File: config.mk
export PLATFORM = sky130hd
export DESIGN_NAME = dmem_arbiter
export DESIGN_NICKNAME = d
export VERILOG_FILES = /design/src/rtl/dmem_arbiter.sv
export SDC_FILE = /design/constraint.sdc
export NUM_CORES = 1
export LEC_CHECK = 0
export CORE_UTILIZATION = 27
export CTS_CLUSTER_SIZE = 25
export DETAILED_ROUTE_END_ITERATION = 6
export PLACE_DENSITY = 0.85
export RECOVER_POWER = 100
export SKIP_LAST_GASP = 1
export SYNTH_ARGS = -nofsm -noshare
export SYNTH_HDL_FRONTEND = slang
export SYNTH_SLANG_ARGS = --single-unit
File: constraint.sdc
create_clock -name clk -period 1.7 [get_ports clk]
set_clock_uncertainty 0.1 [all_clocks]
set_input_delay 0.255 -clock clk [delete_from_list [all_inputs] [get_ports clk]]
set_output_delay 0.255 -clock clk [all_outputs]
set_load 0.01 [all_outputs]
File: src/rtl/dmem_arbiter.sv
// Two-master arbiter for the data memory: CPU has priority with zero added latency, DBG is granted when CPU idles or after STARVE_LIMIT starved cycles;
// DBG reads respond two cycles after dbg_ready, a granted DBG stalls the CPU for one cycle. Optional DBG bursts: DMEM_ARB_BURST_EN.
module dmem_arbiter #(
   parameter int ADDR_WID     = 16,
   parameter int DATA_WID     = 8,
   parameter int STARVE_LIMIT = 4,
   parameter int CNT_WID      = 3
`ifdef DMEM_ARB_BURST_EN
   ,
   parameter int BURST_MAX    = 4
`endif
) (
   input  logic                clk,
   input  logic                reset,
   input  logic                cpu_rd_req,
   input  logic                cpu_wr_req,
   input  logic [ADDR_WID-1:0] cpu_addr,
   input  logic [DATA_WID-1:0] cpu_wr_data,
   output logic                cpu_stall,
   output logic [DATA_WID-1:0] cpu_rd_data,
   input  logic                dbg_valid,
   input  logic                dbg_we,
   input  logic [ADDR_WID-1:0] dbg_addr,
   input  logic [DATA_WID-1:0] dbg_wr_data,
`ifdef DMEM_ARB_BURST_EN
   input  logic                dbg_burst,
`endif
   output logic                dbg_ready,
   output logic                dbg_rsp_valid,
   output logic [DATA_WID-1:0] dbg_rsp_data,
   output logic [ADDR_WID-1:0] dmem_rd_addr,
   output logic [ADDR_WID-1:0] dmem_wr_addr,
   output logic [DATA_WID-1:0] dmem_wr_data,
   output logic                dmem_wr_en,
   input  logic [DATA_WID-1:0] dmem_dout,
   output logic                grant_dbg
);

   typedef enum logic {OWN_CPU = 1'b0, OWN_DBG = 1'b1} owner_t;

   localparam logic [CNT_WID-1:0] LP_STARVE_MAX = CNT_WID'(STARVE_LIMIT);

   owner_t              r_owner, w_owner_nxt;
   logic [CNT_WID-1:0]  r_starve_cnt, w_starve_nxt;
   logic                r_rd_pend;
   logic                r_rsp_valid;
   logic [DATA_WID-1:0] r_rsp_data;
   logic                w_cpu_req;
   logic                w_dbg_rd_acc;

`ifdef DMEM_ARB_BURST_EN
   localparam int BEAT_WID = $clog2(BURST_MAX + 1);
   localparam logic [BEAT_WID-1:0] LP_LAST_BEAT = BEAT_WID'(BURST_MAX - 1);
   logic [BEAT_WID-1:0] r_beat, w_beat_nxt;
`endif

   assign w_cpu_req     = cpu_rd_req | cpu_wr_req;
   assign w_dbg_rd_acc  = (r_owner == OWN_DBG) & dbg_valid & ~dbg_we;
   assign cpu_rd_data   = dmem_dout;
   assign dbg_rsp_valid = r_rsp_valid;
   assign dbg_rsp_data  = r_rsp_data;
   assign grant_dbg     = (r_owner == OWN_DBG);

   always_comb begin
      w_owner_nxt  = OWN_CPU;
      w_starve_nxt = r_starve_cnt;
      dmem_rd_addr = cpu_addr;
      dmem_wr_addr = cpu_addr;
      dmem_wr_data = cpu_wr_data;
      dmem_wr_en   = cpu_wr_req;
      cpu_stall    = 1'b0;
      dbg_ready    = 1'b0;
`ifdef DMEM_ARB_BURST_EN
      w_beat_nxt   = '0;
`endif
      if (r_owner == OWN_CPU) begin
         if (dbg_valid && w_cpu_req && (r_starve_cnt != LP_STARVE_MAX))
            w_starve_nxt = r_starve_cnt + 1'b1;
         if (dbg_valid && (!w_cpu_req || (r_starve_cnt == LP_STARVE_MAX)))
            w_owner_nxt = OWN_DBG;
      end else begin
         dmem_rd_addr = dbg_addr;
         dmem_wr_addr = dbg_addr;
         dmem_wr_data = dbg_wr_data;
         dmem_wr_en   = dbg_valid & dbg_we;
         dbg_ready    = dbg_valid;
         cpu_stall    = w_cpu_req;
         w_starve_nxt = '0;
`ifdef DMEM_ARB_BURST_EN
         // A full burst yields to a waiting CPU; an idle CPU lets DBG start another.
         if (dbg_valid && dbg_burst) begin
            if (r_beat != LP_LAST_BEAT) begin
               w_owner_nxt = OWN_DBG;
               w_beat_nxt  = r_beat + 1'b1;
            end else if (!w_cpu_req) begin
               w_owner_nxt = OWN_DBG;
            end
         end
`endif
      end
   end

   always_ff @(posedge clk or negedge reset) begin
      if (!reset) begin
         r_owner      <= OWN_CPU;
         r_starve_cnt <= '0;
         r_rd_pend    <= 1'b0;
         r_rsp_valid  <= 1'b0;
         r_rsp_data   <= '0;
`ifdef DMEM_ARB_BURST_EN
         r_beat       <= '0;
`endif
      end else begin
         r_owner      <= w_owner_nxt;
         r_starve_cnt <= w_starve_nxt;
         // Memory read data arrives one cycle after the accepted read.
         r_rd_pend    <= w_dbg_rd_acc;
         r_rsp_valid  <= r_rd_pend;
         if (r_rd_pend)
            r_rsp_data <= dmem_dout;
`ifdef DMEM_ARB_BURST_EN
         r_beat       <= w_beat_nxt;
`endif
      end
   end

endmodule

# Word-level counts from Yosys, hierarchy flattened

Index checks and enable logic that the tools add are counted.

Equal/unequal tests: 2
Reduce and logical (&&, ||, !) cells: 6
Mux-type cells: 9
Bitwise gates (word level): 5
Add/sub/neg operators: 1

Operators with widths:

| cell                                         | number |
|---|---|
| 2-to-1 mux 16 bit                            | 1 |
| 2-to-1 mux 8 bit                             | 1 |
| 2-to-1 mux 3 bit                             | 2 |
| 2-to-1 mux 1 bit                             | 5 |
| adder 3 x 1 -> 3 bit, second input constant  | 1 |
| bitwise AND 1 bit                            | 3 |
| equality test 3 bit, second input constant   | 1 |
| logical AND 1 bit                            | 3 |
| inequality test 3 bit, second input constant | 1 |
| nonzero test 2 bit                           | 1 |
| logical NOT 1 bit                            | 1 |
| logical OR 1 bit                             | 1 |
| NOT 1 bit                                    | 1 |
| bitwise OR 1 bit                             | 1 |

Output and inout port bits: 61
Bits in registers: 14

# Depth between registers and ports, before layout

Depth in word-level cells: 6
Mapped depth: 5
Depth with buffers taken out: 5

# Worst setup path after synthesis

Ideal clock, no wire load.

Kind: register to output
From: register r_owner (netlist: grant_dbg)
To: output port dmem_wr_addr[10]
Slack: 0.183 ns
Data required time: 1.345 ns
Cell stages (with the launch flop): 4
Data arrival time: 1.162 ns
Cells stage by stage: dfrtp_1 -> buf_2 -> mux2_2 -> buf_4

Longest elaborated chain between the ends: 1

RTL lines:

| element                | RTL line | text |
|---|---|---|
| start, declared        | 43       | `owner_t r_owner, w_owner_nxt;` |
| start signal, assigned | 114      | `r_owner <= w_owner_nxt;` |
| 2-to-1 mux 16 bit      | n/a      |  |
| end, declared          | 32       | `output logic [ADDR_WID-1:0] dmem_wr_addr,` |

No other way between the ends.

# Worst setup path in the final report

From: register r_owner (netlist: grant_dbg)
To: output port dmem_wr_data[6]

Longest elaborated chain between the ends: 1

RTL lines:

| element          | RTL line | text |
|---|---|---|
| 2-to-1 mux 8 bit | 76       | `if (r_owner == OWN_CPU) begin` |
| end, declared    | 33       | `output logic [DATA_WID-1:0] dmem_wr_data,` |

No other way between the ends.

==> results.md <==
* Floorplan die area at between 4000 and 5000 um2
* Post-route cell area at about 2400 um2
* Achievable frequency at 544 MHz
* Compound-gate portion of the synthesized area at under 10%
* Top cell by count, worst path: sky130_fd_sc_hd__buf_6
* CP Data Required Time at 1.34 ns
* Post-route DRC at 0
* Master cell of the clock root buffer: sky130_fd_sc_hd__clkbuf_8
* Met2 layer wire length in the routed design at between 1.5 and 2 mm
* Fraction of layout cells with a size suffix above 1 at 38.1%
* Total setup violations reported at the end of the flow at 31
* Wire per inst at approximately 13 um
* Mean post-synth cell area at approximately 11 um2
* Routed met1 length at approximately 1.3 mm
* Arrival time reported for the critical path endpoint at between 1 and 1.5 ns
* Ys flop type: sky130_fd_sc_hd__dfrtp_1
* Source-to-sink clock delay at the later pin of the worst-skew pair at roughly 0.24 ns
* Final hold viol count at 0
* Die extent in y at ~65 um
* Initial Utilization at between 20% and 30%
* Chip width at 64.8 um
* Relative slew margins at 53.1%
* Post-place instance area at ~2200 um2
* Via density per instance at between 4 and 5
* Tmin final at 1.84 ns
* CTS tree: done
* Pwr per Cell Area at between 800 and 900 nW/um2
* Slowest cell delay on critical path at roughly 0.42 ns
* EDFF count, synth at 0
* Final wirelength at between 3 and 4 mm
* Post-detailed-route count of antenna-violating nets at 0
* Synthesized flop and latch total at 14
* Clock sink count at 14
* Post-synthesis net count at 160
* Asr flop ratio synth at 100%
* H-Tree Depth at 1
* Most frequent cells after synthesis: sky130_fd_sc_hd__mux2_2, sky130_fd_sc_hd__buf_4, sky130_fd_sc_hd__dfrtp_1
* Biggest area consumer among synthesized cells: sky130_fd_sc_hd__mux2_2
* Leakage power of the design at 1.07 nW
* Distinct cell type count after synthesis at 19
* I/O pin count at around 120
* Final worst-path cycle share at 108%
* Largest family of logic cells by synthesized area: multiplexers
* Crit Path Class: reg2out
* Kind of end point of the critical path: output port
* Port Buffer Count at 122
* IR drop worst, VDD at between 200 and 300 uV
* Multiplexer fraction of the synthesized cell area at ~34%
* Cells traversed along the worst timing path: buf_6, buf_12, buf_4, mux2_4, buf_6
* Area share of the largest cell type after synthesis at approximately a third
* HPWL Detailed at 2.61 mm
* Post-route worst setup slack at -0.137 ns
* Syn. warnings at 0
* Wire length of the first global-routing pass at a little over 5 mm
* Synthesis-to-finish area growth at 123%
* Topmost layer with routed signal wires: met3
* 1st-pass router iterations at 4
* Nature of the critical path startpoint: flop
* Number of design-rule violations left by the first detailed-router iteration at 44
* Area share of fa/ha/maj cells after synthesis at under 10%
* RSZ-0062 raised after global routing: yes
* Simple logic cell fraction of the synthesized area at between 5 and 6%
* Mapped cell area at approximately 1100 um2
* Ranking of synthesized cells by area: sky130_fd_sc_hd__mux2_2, sky130_fd_sc_hd__dfrtp_1, sky130_fd_sc_hd__buf_4, sky130_fd_sc_hd__ha_1, sky130_fd_sc_hd__buf_2
* Final Max Slew Viols at 0
* Final antenna diode count at 0
* Minimum hold slack at roughly 0.40 ns
* Violations in the final reports: negative setup slack
* Global-route usage over all layers at between 15 and 20%
* Register area share after synthesis at around a third
* Slew at the pin closest to its max-slew limit at 0.704 ns
* Number of rows in the core area at 22
* Floorplan core area at about 3700 um2
* Maxcap violations at 0
* Count of nets after finishing at between 200 and 300
* Post-Synth XOR/XNOR Area at 0%
* Routed vias at approximately 1100
* Worst min path class: reg2reg
* CTS max path bufs at 2
* Pin count of the biggest net entering global routing at 15
* Run status: finished, violations left
* Clock-pin transition on the worst setup and hold timing paths at roughly 0.060 ns
* Number of global-route vias before repair at around 1100
* Initial antenna violation count at 0
* Number of buffers inserted during clock tree synthesis at 3
* Power, Total at about 2.0 mW
* Post-Syn Instances at between 90 and 100
* Amount of wire on met3 after detailed routing at 297 um
* Slowest library cell on the worst path: sky130_fd_sc_hd__dfrtp_1
* GP Congestion at 0.819
* Biggest fanout along the worst timing path at 5
* Total gr overflow at 0
* Cell with the most instances after synthesis: sky130_fd_sc_hd__mux2_2
## cell type report
class	count	area, um2
repair buffers	138	1360
fillers	319	1340
multi-input cells	50	536
flip-flops and latches	14	350
well taps	48	60.1
clock buffers	4	55.1
inverters	4	15.0
## power breakdown
group	internal [mW]	switching (mW)
combinational	0.723	0.425
sequential	0.464	0.0691
clock	0.205	0.108
## through the flow
stage                     setup TNS [ns]  util (%)  instances  setup WS [ns]
after floorplan                        0         -         96          0.183
after global placement             -2.65      59.6        246         -0.182
after CTS                          -3.57      62.7        258         -0.151
after detailed placement           -2.91      59.6        246         -0.195
final                              -2.40      63.9        258         -0.137
after global routing               -3.76      63.9        258         -0.176
## critical path, delay by kind of cell (launching register included)
family   cells  cell delay, ns
mux          1            0.29
flops        1            0.42
buf+inv      4            0.53
## sequential cells by signal, indices dropped and copies added (netlist names)
name           count
r_starve_cnt       3
grant_dbg          1
r_rd_pend          1
dbg_rsp_data       8
dbg_rsp_valid      1
## worst paths after layout
path                                 start              end  slack [ns]  cells after the start
setup / recovery                 grant_dbg  dmem_wr_data[6]       -0.14                      5
hold / removal             dbg_rsp_data[4]  dbg_rsp_data[4]        0.40                      1
setup reg to reg           r_starve_cnt[0]  r_starve_cnt[2]        0.29                      5
hold reg to reg            dbg_rsp_data[4]  dbg_rsp_data[4]        0.40                      1
max in group asynchronous            reset  r_starve_cnt[1]        0.59                      2
min in group asynchronous            reset  dbg_rsp_data[2]        0.47                      2
## cell usage in the layout (no fill, tap or decap), drive strengths merged
master / count
nand4: 2
a311oi: 1
clkbuf: 12
and2: 2
nand2: 1
inv: 4
o31ai: 1
buf: 37
nor2: 3
dlygate4sd2: 15
ha: 2
nor2b: 1
dfrtp: 14
o21ai: 1
a2bb2oi: 1
dlygate4sd3: 11
mux2: 32
clkdlybuf4s50: 67
nor3b: 1
a22o: 1
a31o: 1
## what timing repair did
item                       in CTS  in global routing
setup buffers                   6                  1
gates cloned                    2                  0
setup endpoints to repair      44                 42
gates resized for setup       155                 18
hold buffers                    0                  0
## kinds of logic (layout without fill, tap and decap cells)
family | after synthesis | count (layout)
adder cells (fa/ha/maj) | 2 | 2
AND/OR/NAND/NOR | 10 | 10
AO/OA/AOI/OAI | 6 | 6
flip-flops | 14 | 14
buffers and inverters | 32 | 146
multiplexers | 32 | 32
## layer usage
| layer | track usage [%] | up-vias |
|---|---|---|
| li1 | - | 537 |
| met1 | 17.7 | 501 |
| met2 | 29.2 | 71 |
| met3 | 4.58 | 0 |
| met4 | 6.67 | 0 |
| met5 | 0 | - |
(Power assumes the default switching activity.)
